`src/rtl/instr_prefetch_unit.sv`:
```
// Instruction fetch stage with a DEPTH-entry prefetch queue feeding the decoder.
// Optional same-cycle bypass of an empty queue is enabled by defining PREFETCH_BYPASS_EN.
module instr_prefetch_unit #(
    parameter int unsigned DEPTH    = 4,
    parameter logic [63:0] RESET_PC = 64'h0000000000000000
) (
    input  logic                       clk,
    input  logic                       rst,
    output logic                       imem_req,
    output logic [63:0]                imem_addr,
    input  logic                       imem_ack,
    input  logic [31:0]                imem_rdata,
    output logic                       out_valid,
    input  logic                       out_ready,
    output logic [31:0]                out_instr,
    output logic [63:0]                out_pc,
    input  logic                       redirect_en,
    input  logic [63:0]                redirect_pc,
    output logic [$clog2(DEPTH):0]     occupancy
);
    localparam int unsigned PW = $clog2(DEPTH);
    localparam int unsigned CW = PW + 1;
    localparam logic [CW-1:0] FULL = CW'(DEPTH);

    logic [63:0]   fpc;
    logic [63:0]   q_pc    [DEPTH];
    logic [31:0]   q_instr [DEPTH];
    logic [PW-1:0] rd_ptr;
    logic [PW-1:0] wr_ptr;
    logic [CW-1:0] count;

    logic fetch_done;
    logic q_valid;
    logic push;
    logic pop;
    logic pop_q;
`ifdef PREFETCH_BYPASS_EN
    logic bypass;
`endif

    always_comb begin
        imem_req   = !rst && !redirect_en && (count < FULL);
        fetch_done = imem_req && imem_ack;
        q_valid    = (count != '0);
`ifdef PREFETCH_BYPASS_EN
        // An empty queue lets the word just returned go straight to the decoder.
        bypass     = fetch_done && !q_valid;
        out_valid  = q_valid || bypass;
        if (q_valid) begin
            out_instr = q_instr[rd_ptr];
            out_pc    = q_pc[rd_ptr];
        end else if (bypass) begin
            out_instr = imem_rdata;
            out_pc    = fpc;
        end else begin
            out_instr = '0;
            out_pc    = '0;
        end
        pop        = out_valid && out_ready && !redirect_en;
        push       = fetch_done && !(bypass && out_ready);
`else
        out_valid  = q_valid;
        out_instr  = q_valid ? q_instr[rd_ptr] : '0;
        out_pc     = q_valid ? q_pc[rd_ptr] : '0;
        pop        = out_valid && out_ready && !redirect_en;
        push       = fetch_done;
`endif
        pop_q      = pop && q_valid;
    end

    assign imem_addr = fpc;
    assign occupancy = count;

    always_ff @(posedge clk) begin
        if (rst) begin
            fpc    <= RESET_PC;
            rd_ptr <= '0;
            wr_ptr <= '0;
            count  <= '0;
        end else if (redirect_en) begin
            fpc    <= {redirect_pc[63:2], 2'b00};
            rd_ptr <= '0;
            wr_ptr <= '0;
            count  <= '0;
        end else begin
            if (fetch_done) begin
                fpc <= fpc + 64'd4;
            end
            if (push) begin
                wr_ptr <= wr_ptr + PW'(1);
            end
            if (pop_q) begin
                rd_ptr <= rd_ptr + PW'(1);
            end
            case ({push, pop_q})
                2'b10:   count <= count + CW'(1);
                2'b01:   count <= count - CW'(1);
                default: count <= count;
            endcase
        end
    end

    // Queue storage carries no reset; push is already blocked during rst and redirect.
    always_ff @(posedge clk) begin
        if (push) begin
            q_pc[wr_ptr]    <= fpc;
            q_instr[wr_ptr] <= imem_rdata;
        end
    end

endmodule

```
`config.mk`:
```
export PLATFORM = sky130hd
export DESIGN_NAME = instr_prefetch_unit
export DESIGN_NICKNAME = d
export VERILOG_FILES = /design/src/rtl/instr_prefetch_unit.sv
export SDC_FILE = /design/constraint.sdc
export NUM_CORES = 1
export LEC_CHECK = 0
export ABC_CLOCK_PERIOD_IN_PS = 4700
export CAP_MARGIN = 30
export CORE_MARGIN = 2
export CORE_UTILIZATION = 45
export DETAILED_ROUTE_END_ITERATION = 10
export GPL_ROUTABILITY_DRIVEN = 0
export GPL_TIMING_DRIVEN = 0
export PLACE_DENSITY = 0.71
export SETUP_SLACK_MARGIN = 0.5
export SLEW_MARGIN = 15
export SYNTH_ARGS = -nofsm -noshare
export SYNTH_HDL_FRONTEND = slang
export SYNTH_SLANG_ARGS = --single-unit
```
`constraint.sdc`:
```
create_clock -name clk -period 4.7 [get_ports clk]
set_clock_uncertainty 0.05 [all_clocks]
set_input_delay 1.41 -clock clk [delete_from_list [all_inputs] [get_ports clk]]
set_output_delay 1.41 -clock clk [all_outputs]
set_load 0.02 [all_outputs]
```
# After elaboration in Yosys (flattened, before gate mapping)
# Memory sizes are Yosys's and may differ from the RTL's. A register that Yosys moved wholly into a read port is not among the register bits.
# Index checks and enable logic that the tools add are counted.
dict set report totals {
  register_bits 71
  mem_bits_rw 384
  in_bits 101
  wordCells 38
  n_memories 2
}
# name words width read_ports rd_clocked_by_memory_dff wr line_no
set memory_table {}
lappend memory_table {q_pc 4 64 1 1 1 26} ;# logic [63:0] q_pc [DEPTH];
lappend memory_table {q_instr 4 32 1 1 1 27} ;# logic [31:0] q_instr [DEPTH];
dict set report classes {
  n_addsub 5
  n_lt_le_gt_ge 1
  n_eq_ne 2
  n_mux 11
  reduce_logical 12
}
# cell n
set op_table {}
lappend op_table {{64-bit two-way mux} 3}
lappend op_table {{64-bit by 3-bit adder with 64-bit output (second input constant)} 1}
lappend op_table {{32-bit two-way mux} 1}
lappend op_table {{2-bit two-way mux} 4}
lappend op_table {{1-bit logical AND} 6}
lappend op_table {{3-bit case mux with 2 select lines} 1}
lappend op_table {{2-bit by 1-bit adder with 2-bit output (second input constant)} 2}
lappend op_table {{2-bit nonzero test} 2}
lappend op_table {{3-bit by 1-bit adder with 3-bit output (second input constant)} 1}
lappend op_table {{3-bit < comparator (second input constant)} 1}
lappend op_table {{3-bit nonzero test} 1}
lappend op_table {{3-bit by 1-bit subtractor with 3-bit output (second input constant)} 1}
lappend op_table {{2-bit by 1-bit equality test with 1-bit output (second input constant)} 1}
lappend op_table {{2-bit equality test (second input constant)} 1}
lappend op_table {{1-bit logical NOT} 2}
lappend op_table {{1-bit two-way mux} 2}
lappend op_table {{2-bit OR reduction} 1}

# Logic depth before layout (Yosys ltp)
# Gate-level depths: netlist of run 1.
dict set report depth {
  depth_word 6
  depth_mapped 12
  mapped_depth_nobuf 9
}

# Worst setup path after synthesis of run 1
# Ideal clock, no wire load.
dict set report synth_path {
  path_kind {input to register}
  startpoint {input port imem_ack}
  endpoint {memory q_instr[0][0] (enable)}
  setup_ns 0.464
  t_arrival_ns 4.373
  required_ns 4.186
  setup_slack_ns -0.187
  stages 4
  path_buffers 2
  path_cell_list {nor2b_1 -> clkbuf_1 -> clkbuf_1 -> and3_1}
}
dict set report synth_via {
  elab_chain_len 3
}
# element line_no
set synth_lines {}
lappend synth_lines {{start, declared} 11} ;# input logic imem_ack,
lappend synth_lines {{1-bit logical AND} 43} ;# fetch_done = imem_req && imem_ack;
lappend synth_lines {{1-bit two-way mux} 105} ;# if (push) begin
lappend synth_lines {{1-bit two-way mux (implied by the code)} 107} ;# q_instr[wr_ptr] <= imem_rdata;
lappend synth_lines {{end, declared} 27}
# No other way between the ends.

==> flow_summary_export.csv, run 1 <==
group,metric,value,unit
min_path,min_path_cells,2,
min_path,min_to,"wr_ptr[0]",
layout,syn_to_final_growth,28.2,%
synth,synth_seq_cells,447,
layout,mostFrequentLayoutCells,"edfxtp_1 (376), clkdlybuf4s50_1 (204), and2_1 (96)",
pwr,power_density,364,nW/µm²
timing,hold_viol,0,
timing,fmax,237,MHz
timing,tightest_slew,1020,ps
setup_path,worstRegToRegCells,12,
route,wl,50.0,mm
cts,cts_root_buffer,"clkbuf_16",
synth,synth.distinct_cells,58,
timing,slew_headroom,31.3,%
floorplan,dieWidth,207,µm
floorplan,die_h,207,µm
cts,cts.path.max_buffers,3,
cts,cts_tree,"yes",
placed_design,hpwl,33.8,mm
synth,synth_edf_count,376,
timing,post-route-period-util,89.9,%
cts,cts_sinks,447,
grt,track_usage,23.1,%
route,drt-initial-drc-count,1080,
layout,layout-drive-gt1-share,14.7,%
route,post_drt_wl_per_cell,24.2,µm
setup_path,reg2reg_slack,1460,ps
setup_path,cp.arrival,2770,ps
timing,min_period,4230,ps
floorplan,start_util,45.5,%
outcome,status,"completed",
layout,fillers,3171,
pwr,p_leak,8.39,nW
setup_path,end_kind,"output port",
floorplan,io_pins,266,
grt,grt_pass1_vias,11800,
synth,avgSynthCellArea,15.7,µm²
layout,nets,1608,
synth,netlist_instances,1179,
route,drc,0,
layout,design_area,23800,µm²
timing,slew_viol_final,0,
route,avgViaCountPerCell,5.81,
cts,cts-hold-fix-buffers,0,
placed_design,placed_area,22000,µm²
route,first_pass_iters,6,
min_path,hp-class,"reg2reg",
placed_design,port_buffers,257,
grt,grt.overflow.total,0,
cts,htree_levels,2,
min_path,min_from,"wr_ptr[0]",
synth,yosysWarnings,0,
setup_path,setup.worst_path.class,"reg2out",
cts,post-cts-setup-buffers,0,
grt,grt_pass1_wl,74.5,mm
pwr,ir_worst_vdd,0.347,mV
setup_path,regToRegEndpoint,"occupancy[2]",
run,maxCapViolations,0,
setup_path,r2r_start,"occupancy[2]",
timing,rsz0062_at_grt,"yes",
grt,antenna_found_initial,2,
synth,async_flop_share,0,%
floorplan,rows,74,
route,vias,12000,
setup_path,cp_max_fo,10,
cts,path_clk_slew,60,ps
synth,syn_area,18600,µm²
setup_path,cp-start-kind,"flop",
setup_path,critPathRequiredTime,3240,ps
synth,ys_seq_area_share,68.5,%
cts,numCtsBuffers,48,
timing,finalSetupViolCount,0,
grt,grt_max_degree,41,
route,drtAntennaViolNets,0,
floorplan,die_area,42900,µm²
cts,clkLatencyLatePin,570,ps
timing,holdWs,452,ps
floorplan,fp.coreArea,40700,µm²
layout,layout_commonest_cell,"edfxtp_1",
synth,yosys_most_used_dff,"edfxtp_1",
==> cell usage after synthesis, types with 2 or more instances <==
| cell type | instances | area (µm²) |
|---|---|---|
| mux2i_1 | 9 | 90.1 |
| o311ai_0 | 4 | 35.0 |
| nor2b_1 | 2 | 12.5 |
| nor2_1 | 64 | 240 |
| or3_1 | 8 | 50.1 |
| nor4_1 | 26 | 163 |
| nand4_2 | 2 | 25.0 |
| o22ai_1 | 2 | 12.5 |
| xor2_1 | 18 | 158 |
| a22oi_1 | 2 | 15.0 |
| nand2b_1 | 3 | 18.8 |
| and3_1 | 17 | 106 |
| ha_1 | 6 | 75.1 |
| nor3b_1 | 4 | 30.0 |
| o21ai_0 | 12 | 60.1 |
| buf_4 | 4 | 30.0 |
| nand4_1 | 40 | 250 |
| a221oi_1 | 2 | 17.5 |
| nor3_1 | 15 | 75.1 |
| a31oi_1 | 8 | 50.1 |
| buf_1 | 11 | 41.3 |
| clkbuf_1 | 53 | 199 |
| inv_1 | 15 | 56.3 |
| or4_1 | 6 | 45.0 |
| nand2_1 | 59 | 221 |
| a311oi_1 | 3 | 26.3 |
| mux2_2 | 3 | 33.8 |
| mux4_2 | 94 | 2120 |
| dfxtp_1 | 71 | 1420 |
| o211ai_1 | 4 | 30.0 |
| buf_2 | 5 | 25.0 |
| edfxtp_1 | 376 | 11300 |
| and4_1 | 11 | 96.3 |
| or2_2 | 2 | 12.5 |
| a2111oi_0 | 3 | 26.3 |
| nand3_1 | 32 | 160 |
| nand4b_1 | 4 | 35.0 |
| and2_1 | 96 | 601 |
| a21oi_1 | 33 | 165 |
| a211oi_1 | 19 | 143 |
| nor4_2 | 2 | 25.0 |
| xnor2_1 | 13 | 114 |
==> stage by stage <==
step                worst slack (ps)  total power [mW]  TNS, ps  std cells  utilization (%)
floorplan                        888              4.76        0       1182                -
global placement               -1180              5.07  -437670       1971             53.5
detailed placement              -663              5.09   -16080       1981             54.1
CTS                              375              8.74        0       2066             58.1
global route                     354              8.94        0       2067             58.4
finish                           473              8.66        0       2067             58.4
==> metal layers <==
layer,GRT usage (%),part of all wire [%],up-vias
met5,0,0.026,-
met3,4.99,8.1,102
li1,-,-,5299
met4,7.88,2.8,2
met2,36.4,47,582
met1,31.9,42,6029
==> sequential cells by signal (all words and copies together) (netlist names), named ones only <==
name and cells:
wr_ptr 2, q_pc 248, rd_ptr 2, q_instr 128, imem_addr 62, occupancy 3
==> critical path, cell delays in order (launching register included) <==
cell and delay, ps:
dfxtp_1 300, clkbuf_2 160, buf_12 190, buf_8 190, mux4_2 580, and2_1 180, clkdlybuf4s50_1 590
==> worst max path at each step <==
stage,startpoint,to
after floorplan,imem_ack,q_instr[0][0]
after global placement,imem_ack,q_instr[2][27]
after detailed placement,imem_ack,occupancy[2]
after CTS,flop,out_pc[33]
after global routing,flop,out_pc[33]
final,flop,out_pc[33]
==> area by class of cell <==
class,instances,area [µm²],area share (%)
Inverter,15,56.3,0.237
Multi-Input combinational cell,648,5540,23.3
Timing Repair Buffer,267,2880,12.1
Antenna cell,1,2.50,0.0105
Buffer,73,412,1.73
Clock buffer,62,1330,5.57
Clock inverter,22,200,0.841
Sequential cell,447,12700,53.4
Tap cell,532,666,2.80
==> timing repair <==
item                                    in CTS  in global routing
pin swaps                                    1                  0
endpoints found under the setup margin     145                 71
gates cloned                                 1                  0
gates resized for setup                     73                 51
==> power by group <==
part	internal (mW)	switching (mW)	total, mW
registers	4.38	0.118	4.49
clock network	2.19	1.46	3.65
logic	0.245	0.272	0.517
total	6.81	1.85	8.66
==> cell families (layout without fill, tap and decap cells) <==
kind of cell               count (synthesis)  count (layout)  share of synthesized area, %
xor gates and xnor gates                  31              31                          1.46
and+or+nand+nor                          399             400                          12.0
buffers and inverters                     88             439                          1.89
muxes                                    106             106                          12.1
other                                      1               5                        0.0202
DFF                                      447             447                          68.5
AOI/OAI and AO/OA                        100             100                          3.52
adders and majority gates                  7               7                         0.513
No activity file was read; power rests on OpenSTA's default activity.
==> run 2, diff against run 1 <==
CORE_UTILIZATION = 49   (was 45)
PLACE_DENSITY = 0.76   (was 0.71)
==> run 2 against run 1 <==
Effect of this change: flip-flop and latch count unchanged; sequential power hardly changed; largest power group unchanged; combinational power barely moved; setup slack gained 93 ps; global-route usage is 1.9 points higher; power increased by 1.0%; largest cell class unchanged; critical path depth fell by 1; worst hold slack about the same; clock power rose by 2%.
==> flow_summary_export.csv, run 2 (same netlist as run 1, synthesis figures left out) <==
group,metric,value,unit
outcome,status,"completed",
cts,cts_tree,"yes",
cts,path_clk_slew,60,ps
pwr,ir_worst_vdd,0.319,mV
min_path,hp-class,"reg2reg",
cts,clkLatencyLatePin,580,ps
setup_path,cp-start-kind,"flop",
setup_path,cp_max_fo,10,
grt,grt_pass1_vias,11800,
layout,top_register,"q_pc",
route,drt-initial-drc-count,1071,
pwr,power_density,368,nW/µm²
timing,rsz0062_at_grt,"yes",
cts,htree_levels,2,
timing,tightest_slew,915,ps
placed_design,hpwl,32.5,mm
grt,track_usage,25.0,%
grt,grt_pass1_wl,72.7,mm
timing,min_period,4130,ps
cts,post-cts-setup-buffers,0,
layout,layout_commonest_cell,"edfxtp_1",
layout,layout-drive-gt1-share,15.0,%
route,drc,0,
floorplan,fp.coreArea,37500,µm²
pwr,p_leak,8.40,nW
route,vias,12100,
floorplan,start_util,49.5,%
timing,finalSetupViolCount,0,
floorplan,die_area,39400,µm²
setup_path,setup.worst_path.class,"reg2out",
setup_path,cp.arrival,2670,ps
grt,grt_max_degree,49,
route,post_drt_wl_per_cell,23.9,µm
floorplan,rows,71,
floorplan,io_pins,266,
timing,slew_viol_final,0,
timing,slew_headroom,38.4,%
layout,syn_to_final_growth,28.3,%
layout,nets,1606,
layout,antenna_cells,0,
layout,largest_register_ffs,248,
grt,grt.overflow.total,0,
timing,fmax,242,MHz
layout,final_util,63.5,%
cts,numCtsBuffers,47,
run,maxCapViolations,0,
grt,antenna_found_initial,1,
setup_path,end_kind,"output port",
timing,hold_viol,0,
cts,cts-hold-fix-buffers,0,
setup_path,critPathRequiredTime,3240,ps
cts,cts_root_buffer,"clkbuf_16",
cts,cts.path.max_buffers,3,
floorplan,dieWidth,199,µm
setup_path,crit_chain,"clkbuf_4 -> clkbuf_2 -> mux4_2 -> and2_1 -> clkdlybuf4s50_1",
layout,mostFrequentLayoutCells,"edfxtp_1 (376), clkdlybuf4s50_1 (207), and2_1 (96)",
setup_path,cp_slowest_cell,"clkdlybuf4s50_1",
route,drtAntennaViolNets,0,
setup_path,cpPeakStageDelay,530,ps
floorplan,die_h,199,µm
layout,fillers,2743,
placed_design,port_buffers,257,
route,avgViaCountPerCell,5.90,
route,wl,48.9,mm
cts,cts_sinks,447,
timing,post-route-period-util,88.0,%
pwr,finalPower,8.75,mW
route,first_pass_iters,5,
[run 2: metal layers]
| metal | part of all wire [%] | vias to the layer above | wire length (µm) | track usage [%] |
|---|---|---|---|---|
| li1 | - | 5292 | - | - |
| met1 | 41 | 6009 | 20000 | 34.0 |
| met2 | 45 | 629 | 22100 | 38.3 |
| met3 | 10 | 130 | 5070 | 7.60 |
| met4 | 3.3 | 2 | 1610 | 8.84 |
| met5 | 0.027 | - | 13 | 0 |
[run 2: path summary, 6_finish.rpt]
check	start	to	slack, ps	depth (start not counted)
setup / recovery	flop	out_pc[34]	570	5
setup reg to reg	occupancy[2]	occupancy[2]	1440	12
hold reg to reg	wr_ptr[1]	wr_ptr[1]	450	2
hold / removal	wr_ptr[1]	wr_ptr[1]	450	2
[run 2: worst max-delay path: cells and delay by family, from the launching register on]
family	cells	cell delay, ps
DFF	1	370
buffers and inverters	3	1210
and+or+nand+nor	1	180
muxes	1	340
[run 2: where the power goes]
| part | switching, mW | internal (mW) | total, mW |
|---|---|---|---|
| Combinational | 0.270 | 0.245 | 0.515 |
| Clock | 1.52 | 2.22 | 3.74 |
| Sequential | 0.116 | 4.37 | 4.49 |
[run 2: final cells by class]
cell class,count,area [µm²],share of cell area [%]
Clock buffer,60,1300,5.45
Sequential cell,447,12700,53.4
Tap cell,511,639,2.69
Buffer,73,424,1.78
Inverter,15,56.3,0.237
Multi-Input combinational cell,647,5530,23.2
Timing Repair Buffer,267,2880,12.1
Clock inverter,26,255,1.07
[run 2: what timing repair did]
| action | CTS | global route |
|---|---|---|
| hold endpoints to repair | 0 | 0 |
| resized for setup | 70 | 53 |
| endpoints found under the setup margin | 97 | 61 |
[run 2: metrics by stage]
stage | TNS [ps] | hold slack, ps | std cells | setup slack, ps | cell area, µm²
6_report | 0 | 451 | 2046 | 566 | 23800
5_1_grt | 0 | 491 | 2046 | 445 | 23800
4_1_cts | 0 | 451 | 2044 | 436 | 23700
3_5_place_dp | -1040 | 443 | 1958 | -636 | 22000
3_3_place_gp | -430680 | 427 | 1950 | -1160 | 21800
2_1_floorplan | 0 | 416 | 1182 | 888 | 18600
==> RTL edit, RTL diff (flow settings as in run 2) <==
Set the parameter `DEPTH` to 2 (it was 4).
--- a/src/rtl/instr_prefetch_unit.sv
+++ b/src/rtl/instr_prefetch_unit.sv
@@ -1,7 +1,7 @@
 // Instruction fetch stage with a DEPTH-entry prefetch queue feeding the decoder.
 // Optional same-cycle bypass of an empty queue is enabled by defining PREFETCH_BYPASS_EN.
 module instr_prefetch_unit #(
-    parameter int unsigned DEPTH    = 4,
+    parameter int unsigned DEPTH    = 2,
     parameter logic [63:0] RESET_PC = 64'h0000000000000000
 ) (
     input  logic                       clk,
Interface: changed (resized occupancy); port bits go from 266 to 265. The function was not compared with the original's and may differ.
==> RTL edit against run 2 <==
  * Area after synthesis fell by 40%
  * Setup slack improved by 0.10 ns
  * Largest cell class unchanged
  * Final area shrank 36%
  * Sequential cell count fell by 192
  * Global-route usage up 0.48 points
  * Largest power group unchanged
  * Sequential power down 43%
  * Hold slack better by 0.023 ns
  * Power is 40% lower
  * Wire length fell by 35%
==> RTL edit: results (changes against run 2) <==
| Metric | Value |
|---|---|
| Worst path arrival time | `2.57 ns (-0.10 ns)` |
| Register area share after synthesis | `0.623 (-0.0623)` |
| Worst-Margin Slew | `0.820 ns (-0.0949 ns)` |
| Fraction of layout cells with a size suffix above 1 | `0.0767 (-0.0731)` |
| Routed via count | `8796 (-27%)` |
| Vias in the first global route | `8456 (-28%)` |
| Drt initial violations | `891 (-17%)` |
| GRT Util Overall | `0.254 (+0.00481)` |
| Leak | `4.91 nW (-42%)` |
| Top post-synthesis cells by area | `edfxtp_1, dfxtp_1, mux2i_1` |
| CP max stage delay | `0.65 ns (+0.12 ns)` |
| Max Root-Sink Buffers | `3 (unchanged)` |
| Status | `finished clean` |
| DP Wirelength | `22700 um (-30%)` |
| Worst-Skew Late Latency | `0.54 ns (-0.04 ns)` |
| WL per Instance | `20.5 um (-14%)` |
| I/O Buffers | `256 (-0.39%)` |
| Hold/Removal Path Class | `flop to flop` |
| Placed Area | `14300 um^2 (-35%)` |
| Max reg flops | `124 (-50%)` |
| Setup Fix Bufs, Post-CTS | `0 (unchanged)` |
| Peak VDD IR | `0.285 mV (-11%)` |
| First drt pass iteration count | `6 (+1)` |
| Nets | `1333 (-17%)` |
| Cts bufs inserted | `27 (-43%)` |
| Critical path's slowest cell | `clkdlybuf4s50_1` |
| First-pass GRT wire length | `47800 um (-34%)` |
| Root Driver | `clkbuf_16` |
| Largest net degree at the start of global routing | `58 (+18%)` |
| H-tree Lvls | `1 (-1)` |
| Post-synth EDFFs | `188 (-50%)` |
| Synth cell types | `55 (-5.2%)` |
| Initial antenna violation count | `1 (unchanged)` |
| Commonest cells post-synth | `edfxtp_1, nor2_1, mux2i_1` |
## RTL edit: cell types whose count changed after synthesis, moves of 11 or more
cell | run 2 | this run
mux2i_1 | 9 | 96
clkbuf_1 | 53 | 40
a21oi_1 | 33 | 22
mux4_2 | 94 | 0
and2_1 | 96 | 10
a311oi_1 | 3 | 15
edfxtp_1 | 376 | 188
nor4_1 | 26 | 13
nor2_1 | 64 | 152
## RTL edit: power by group
group          switching (W)  leakage [nW]  total, W  internal [W]
Clock               0.000879         0.465   0.00225       0.00137
Combinational       0.000228          2.14  0.000454      0.000226
Sequential         0.0000934          2.30   0.00258       0.00249
Total                0.00120          4.91   0.00529       0.00409
## RTL edit: area by class of cell
cell class	instances	area [um^2]
Clock buffer	30	717
Clock inverter	20	230
Antenna cell	1	2.50
Timing Repair Buffer	261	2690
Sequential cell	255	6990
Multi-Input combinational cell	613	3910
Buffer	60	339
Fill cell	1724	7290
Inverter	12	45.0
Tap cell	285	357
## RTL edit: cells by family (layout without fill, tap and decap cells)
logic type	count (synthesis)	after routing	synth area share
AND/OR/NAND/NOR	374	374	0.168
flip-flops	255	255	0.623
AO/OA/AOI/OAI	106	106	0.0654
multiplexers	97	97	0.0867
buffers and inverters	72	383	0.0309
XOR/XNOR	30	30	0.0234
adder cells (fa/ha/maj)	2	2	0.00223
other	1	5	0.000334
## RTL edit: routing by layer
| layer | part of all wire | wire length [um] | GRT usage |
|---|---|---|---|
| met1 | 0.41 | 13100 | 0.337 |
| met2 | 0.47 | 14800 | 0.421 |
| met3 | 0.083 | 2620 | 0.0543 |
| met4 | 0.033 | 1060 | 0.0848 |
| met5 | 0 | 0 | 0 |
## RTL edit: worst max-delay path: cells and delay by family (launching register included)
family	cells	cell delay, ns
simple gates	1	0.15
flops	1	0.30
mux	1	0.11
buf+inv	4	1.47
## RTL edit: per-stage QoR
| step | cells | utilization | hold slack (ns) | worst slack, ns |
|---|---|---|---|---|
| 6_report | 1537 | 0.677 | 0.474 | 0.667 |
| 5_1_grt | 1537 | 0.677 | 0.488 | 0.509 |
| 4_1_cts | 1536 | 0.676 | 0.470 | 0.544 |
| 3_5_place_dp | 1486 | 0.633 | 0.451 | 0.368 |
| 3_3_place_gp | 1481 | 0.627 | 0.435 | -0.840 |
| 2_1_floorplan | 940 | - | 0.422 | 0.508 |
## RTL edit: path summary, 6_finish.rpt
kind | from | to | slack, ns | cells after the start
setup / recovery | flop | out_pc[42] | 0.67 | 6
hold / removal | imem_addr[8] | q_pc[1][8] | 0.47 | 0
setup reg to reg | imem_addr[4] | imem_addr[62] | 1.80 | 5
hold reg to reg | imem_addr[8] | q_pc[1][8] | 0.47 | 0
## RTL edit: what timing repair did
item | in CTS | in global routing
hold endpoints to repair | 0 | 0
endpoints found under the setup margin | 65 | 33
pin swaps | 0 | 0
resized for setup | 16 | 14
